File: config.mk
export PLATFORM = sky130hd
export DESIGN_NAME = acc_bank
export DESIGN_NICKNAME = d
export VERILOG_FILES = /design/src/rtl/acc_bank.sv
export SDC_FILE = /design/constraint.sdc
export NUM_CORES = 1
export LEC_CHECK = 0
export ABC_CLOCK_PERIOD_IN_PS = 5900
export BUFFER_PORTS_ARGS = -buffer_cell sky130_fd_sc_hd__buf_4
export CORE_ASPECT_RATIO = 1.5
export CORE_MARGIN = 1
export CORE_UTILIZATION = 46
export DETAILED_ROUTE_END_ITERATION = 8
export MAX_ROUTING_LAYER = met4
export PLACE_DENSITY = 0.69
export RECOVER_POWER = 25
export SETUP_SLACK_MARGIN = 0.15
export SYNTH_ARGS = -nofsm -noshare
export SYNTH_HDL_FRONTEND = slang
export SYNTH_SLANG_ARGS = --single-unit
File: constraint.sdc
create_clock -name Clk -period 5.9 [get_ports Clk]
set_clock_uncertainty 0.2 [all_clocks]
set_input_delay 0.59 -clock Clk [delete_from_list [all_inputs] [get_ports Clk]]
set_output_delay 0.59 -clock Clk [all_outputs]
set_load 0.01 [all_outputs]
File: src/rtl/acc_bank.sv
// Bank of N accumulators sharing a carry flag and a small in-block ALU,
// with a D-deep LIFO for spilling and reloading {carry, accumulator}.
module acc_bank #(
  parameter int W = 8,
  parameter int N = 4,
  parameter int D = 4
) (
  input  logic                 Clk,
  input  logic                 Reset,
  input  logic                 write_en_acc,
  input  logic [2:0]           Op,
  input  logic [$clog2(N)-1:0] Sel,
  input  logic [W-1:0]         DataIn,
  input  logic                 Save,
  input  logic                 Restore,
  output logic [W-1:0]         DataOut,
  output logic                 CarryOut,
  output logic                 Zero,
  output logic                 StackFull,
  output logic                 StackEmpty,
  output logic                 StackErr
);

  localparam int SW = $clog2(N);
  localparam int PW = $clog2(D + 1);

  localparam logic [2:0] OP_NOP  = 3'b000;
  localparam logic [2:0] OP_LOAD = 3'b001;
  localparam logic [2:0] OP_ADD  = 3'b010;
  localparam logic [2:0] OP_SUB  = 3'b011;
  localparam logic [2:0] OP_ADC  = 3'b100;
  localparam logic [2:0] OP_AND  = 3'b101;
  localparam logic [2:0] OP_SHL  = 3'b110;
  localparam logic [2:0] OP_SHR  = 3'b111;

  logic [W-1:0] acc_q [N];
  logic [W:0]   stack_q [D];
  logic [PW-1:0] sp_q, sp_d;
  logic          carry_q, carry_d;
  logic          err_q, err_d;

  logic [W-1:0] acc_sel;
  logic [W-1:0] alu_res;
  logic         alu_carry;
  logic [W:0]   sum_ext;
  logic [W:0]   stack_top;
  logic [W-1:0] acc_wdata_d;
  logic         acc_we;
  logic         full, empty;
  logic         push, pop, op_en;

  assign acc_sel = acc_q[Sel];

  // ALU: result and carry for the selected accumulator
  always_comb begin
    alu_res   = acc_sel;
    alu_carry = carry_q;
    sum_ext   = {1'b0, acc_sel} + {1'b0, DataIn}
              + {{W{1'b0}}, (Op == OP_ADC) & carry_q};
    case (Op)
      OP_NOP:  ;
      OP_LOAD: alu_res = DataIn;
      OP_ADD,
      OP_ADC:  {alu_carry, alu_res} = sum_ext;
      OP_SUB: begin
        alu_res   = acc_sel - DataIn;
        alu_carry = (acc_sel >= DataIn);
      end
      OP_AND:  alu_res = acc_sel & DataIn;
      OP_SHL: begin
        alu_carry = acc_sel[W-1];
        alu_res   = {acc_sel[W-2:0], 1'b0};
      end
      OP_SHR: begin
        alu_carry = acc_sel[0];
        alu_res   = {1'b0, acc_sel[W-1:1]};
      end
      default: ;
    endcase
  end

  // Stack control; Save+Restore together is a conflict that blocks both
  // but still lets the op run, while a lone Restore always blocks the op.
  always_comb begin
    full   = (sp_q == PW'(D));
    empty  = (sp_q == '0);
    push   = Save & ~Restore & ~full;
    pop    = Restore & ~Save & ~empty;
    op_en  = write_en_acc & ~(Restore & ~Save);
    err_d  = err_q | (Save & Restore) | (Save & ~Restore & full)
           | (Restore & ~Save & empty);
    sp_d   = sp_q;
    if (push) begin
      sp_d = sp_q + PW'(1);
    end else if (pop) begin
      sp_d = sp_q - PW'(1);
    end
    stack_top = '0;
    for (int i = 0; i < D; i++) begin
      if (sp_q == PW'(i + 1)) begin
        stack_top = stack_q[i];
      end
    end
    acc_we      = pop | op_en;
    acc_wdata_d = pop ? stack_top[W-1:0] : alu_res;
    carry_d     = pop ? stack_top[W] : (op_en ? alu_carry : carry_q);
  end

  always_ff @(posedge Clk) begin
    if (Reset) begin
      carry_q <= 1'b0;
      sp_q    <= '0;
      err_q   <= 1'b0;
      for (int i = 0; i < N; i++) begin
        acc_q[i] <= '0;
      end
    end else begin
      carry_q <= carry_d;
      sp_q    <= sp_d;
      err_q   <= err_d;
      for (int i = 0; i < N; i++) begin
        if (acc_we && (Sel == SW'(i))) begin
          acc_q[i] <= acc_wdata_d;
        end
      end
    end
  end

  // Stack contents need no reset: the pointer alone defines what is valid
  always_ff @(posedge Clk) begin
    for (int i = 0; i < D; i++) begin
      if (!Reset && push && (sp_q == PW'(i))) begin
        stack_q[i] <= {carry_q, acc_sel};
      end
    end
  end

  assign DataOut    = acc_sel;
  assign Zero       = (acc_sel == '0);
  assign CarryOut   = carry_q;
  assign StackFull  = full;
  assign StackEmpty = empty;
  assign StackErr   = err_q;

endmodule

==> Word level (Yosys, flattened, before mapping) <==
Memory sizes are Yosys's and may differ from the RTL's.
Index checks and enable logic that the tools add are counted.
{ "op_classes": {"n_addsub": 5, "order_cmp": 1, "eq_ne": 14, "n_mux": 46, "bitwise": 23, "reduce_logical": 21} }
{ "op_table": {"columns": ["cell", "n"], "rows": [
  ["two-way mux 9 bit", 7],
  ["case mux 8 bit (6 select lines)", 1],
  ["two-way mux 8 bit", 5],
  ["two-way mux 1 bit", 27],
  ["OR reduction 9 bit", 3],
  ["equality test 3 bit (second input constant)", 5],
  ["equality test 3 x 2 -> 1 bit (second input constant)", 4],
  ["adder 8 x 8 -> 9 bit", 1],
  ["adder 9 x 1 -> 9 bit", 1],
  ["bitwise AND 1 bit", 9],
  ["logical AND 1 bit", 9],
  ["bitwise AND 8 bit", 1],
  [">= comparator 8 bit", 1],
  ["zero test 8 bit", 1],
  ["OR 1 bit", 8],
  ["subtractor 8 bit", 1],
  ["equality test 3 x 1 -> 1 bit (second input constant)", 2],
  ["two-way mux 2 bit", 3],
  ["two-way mux 3 bit", 2],
  ["NOT 1 bit", 5],
  ["nonzero test 5 bit", 1],
  ["equality test 2 bit (second input constant)", 2],
  ["case mux 1 bit (4 select lines)", 1],
  ["nonzero test 2 bit", 2],
  ["8 further kinds", 8]
]} }
{ "word_totals": {"ff_bits": 5, "ram_bits": 68, "in_bits": 18, "output_inout_bits": 13, "wordCells": 115, "mem_count": 2} }
{ "mem_list": {"columns": ["name", "words", "width", "rd", "rd_clocked_by_memory_dff", "wr", "line_no", "rtl"], "rows": [
  ["stack_q", 4, 9, 4, 0, 1, "37", "logic [W:0] stack_q [D];"],
  ["acc_q", 4, 8, 1, 0, 4, "36", "logic [W-1:0] acc_q [N];"]
]} }

==> Depth between registers and ports, before layout <==
{ "logic_depth": {"depth_word": 11, "mapped_depth": 12, "mapped_depth_nobuf": 11} }

==> Worst setup path before layout <==
Ideal clock, no wire load.
{ "synth_path": {"path_kind": "input-to-reg", "start": "input port Sel[0]", "end": "memory acc_q[2][4], data pin", "setup_time_ns": 0.256, "arrival_time_ns": 3.012, "required_time_ns": 5.444, "setup_slack_ns": 2.433, "path_stages": 11, "path_buffers": 1, "cell_sequence": "buf_6 > mux4_2 > inv_1 > fa_1 > fa_1 > nor3_1 > a211o_1 > xnor2_1 > a221oi_1 > o22a_1 > nor2_1"} }
{ "synth_lines": {"columns": ["item", "line_no", "rtl"], "rows": [
  ["start: declaration", "12", "input logic [$clog2(N)-1:0] Sel,"],
  ["end: declaration", "36", null]
]} }

==> results.md <==
- Least-Margin Pin Slew: ~1.1 ns
- Layout cell share with drive strength beyond 1: 13.9%
- Status: finished clean
- DP Cell Count: approximately 570
- First-pass GRT wire length: roughly 19000 um
- Fin crit share: a little over two thirds
- Slowest-stage cell, CP: mux4_2
- Iter 0 DRT Violations: between 200 and 300
- Crit path max fanout: 12
- PortBufs: 30
- Antenna Cells: 0
- Post-synth EDFFs: a little under 70
- Worst Path Class, Setup: in -> reg
- P&R area growth vs syn: 12.2%
- Non-filler cells, final: approximately 580
- Total grt overflow: 0
- Post-CTS Setup Inserts: 0
- Top-Level Pins: 31
- Mapped Nets: around 500
- Maximum VDD drop: approximately 0.15 mV
- Vias in the first global route: roughly 3600
- Chip height: ~120 um
- Via count: between 3000 and 4000
- Antenna violations before repair: 0
- Core box area: approximately 0.0097 mm2
- 1st-pass router iterations: 7
- Setup TNS: 0 ns
- Fin util: 53.3%
- Ys async rst share: 0%
- Pwr/cell area: 288 mW/mm2
- WL/cell: just over 20 um
- GPL Wtd Cong: between 0.9 and 1
- CP Cell Sequence: clkbuf_1 -> mux4_2 -> inv_1 -> ha_1 -> inv_1 -> fa_1 -> nand3_1 -> nor3b_1 -> o31ai_1 -> a221oi_1 -> o22a_1 -> nor2_1
- RSZ-0062 raised after global routing: false
- Synth cell types: 63
- Synth warnings: 0
- Max-cap violations: 0
- Vias per Instance: just over 6
- Fin nets: 506
- Setup Slack @ Placement: 1.94 ns
- Register area share after synthesis: between 40% and 50%
- Total Power: roughly 1.5 mW
- Largest net degree at the start of global routing: 27
- Final HPWL DP: slightly below 9000 um
- Final Critical Period: between 4 and 5 ns
- Synthesis-stage register bit count: 73
- Slew Limit Headroom: about 25%
- FP Rows: 44
- Cells resized by post-CTS repair: 0
- Number of CTS-inserted buffers: 9
- Most frequent CP cell: inv_1
- Initial core utilization: 47.5%
- Post-Syn Instances: about 440
- Synth Area per Inst: ~10 um2
- Gr usage total: 25.1%
- Critical path endpoint category: register
- Startpoint Class: primary input
- Worst-case clock buffer depth: 2
- Final wirelength: approximately 12000 um
- Worst Slack Setup Final: 1.77 ns
- # setup viols final: 0
- Root Driver: clkbuf_16
- Max-slew violation count: 0
- DRC Markers: 0
- Maximum clock frequency: approximately 240 MHz
- Final Hold Fails: 0
- Critical Path AT: between 4 and 5 ns
- CTS tree: built
- CP required: a little under 6 ns
- Crit path largest cell delay: between 0.7 and 0.8 ns
- Top_reg_cell synth: edfxtp_1
- Post-CTS Hold Fix Bufs: 0
- Die ar.: around 0.010 mm2
- H-Tree Depth: 3
- Sinks on Clock Net: 73
- Leakage: approximately 1.9 nW
- Die width: ~84 um
- Clk slew on worst S/H paths: 0.06 ns
- Worst skew pair latency: 0.33 ns
- Routed Antenna Nets: 0
- Synth Cell Area: approximately 0.0046 mm2
- Worst Hold Class: reg -> reg
[state kept, by name, summed over array words and instances (netlist names)]
| name | cells |
|---|---|
| CarryOut | 1 |
| StackErr | 1 |
| acc_q | 32 |
| sp_q | 3 |
| stack_q | 36 |
[per-layer routing]
layer	share of wire (%)	vias up	wire [um]	track usage, %
li1	-	1694	-	-
met1	36	1703	4360	27.6
met2	53	155	6340	42.6
met3	5.3	44	638	3.45
met4	5.5	0	654	15.4
met5	0	-	0	-
[placed cells by master (no fill, tap or decap), types with 4 or more instances in the layout]
cell type  count
a211oi_1       4
a21boi_0       5
a21o_1         7
a21oi_1       22
a221oi_1      15
a31oi_1        5
and2_1         4
buf_4         29
clkbuf_1       4
clkbuf_16      9
dfxtp_1        5
edfxtp_1      68
ha_1          24
inv_1         19
mux4_2         8
nand2_1       34
nand2b_1       5
nand3_1        6
nand3b_1       4
nor2_1        48
nor2b_1       16
nor3_1        16
nor3b_1        6
nor4_1         4
o21ai_0       19
o31ai_1        4
or3_1          6
xnor2_1        9
[final timing paths]
check | start | endpoint | slack, ns | cells past startpoint
max | Sel[0] | acc_q[3][4]$_SDFFCE_PN0P_ | 1.77 | 12
min | StackErr$_SDFF_PP0_ | StackErr$_SDFF_PP0_ | 0.33 | 2
max reg2reg | acc_q[3][0]$_SDFFCE_PN0P_ | acc_q[3][4]$_SDFFCE_PN0P_ | 2.41 | 11
min reg2reg | StackErr$_SDFF_PP0_ | StackErr$_SDFF_PP0_ | 0.33 | 2
[through the flow]
step | hold WS [ns] | instance area (um2)
3_3_place_gp | 0.312 | 4920
2_1_floorplan | 0.316 | 4630
6_report | 0.331 | 5200
3_5_place_dp | 0.325 | 4920
5_1_grt | 0.383 | 5200
4_1_cts | 0.340 | 5210
[worst max-delay path, delay by kind of cell]
family	cells	cell delay (ns)
fa+ha+maj	2	0.58
mux	1	0.76
buf+inv	3	0.85
simple gates	3	0.42
compound gates	3	0.81
[synth_stat cells (all sizes together), types with 8 or more instances]
library cell,count,area (um2)
ha,24,300
nor2b,16,100
mux4,8,180
inv,19,71.3
nor3,16,80.1
nand2,34,128
nor2,48,180
a221oi,16,146
edfxtp,68,2040
o21ai,20,100
a21o,8,61.3
xnor2,9,78.8
a21oi,22,110
buf,10,56.3
clkbuf,14,53.8
[layout make-up]
class / instances / area, um2
fillers: 841 / 4550
multi-input cells: 325 / 2320
flip-flops and latches: 73 / 2140
clock buffers: 10 / 229
repair buffers: 32 / 229
well taps: 115 / 144
inverters: 20 / 75.1
clock inverters: 6 / 60.1
[cell families after synthesis]
kind of cell | Yosys count | share of synthesized area (%)
fa+ha+maj | 28 | 8.00
mux | 10 | 4.43
xor+xnor | 10 | 1.89
compound gates | 116 | 17.9
buf+inv | 44 | 4.00
flops | 73 | 46.2
simple gates | 161 | 17.6
[power breakdown]
part           switching [mW]  internal (mW)  total (mW)  leakage, nW
sequential             0.0118          0.597       0.608        0.705
combinational           0.230          0.138       0.369         1.05
clock                   0.197          0.325       0.521        0.138
Power figures use the tool's default switching activity.
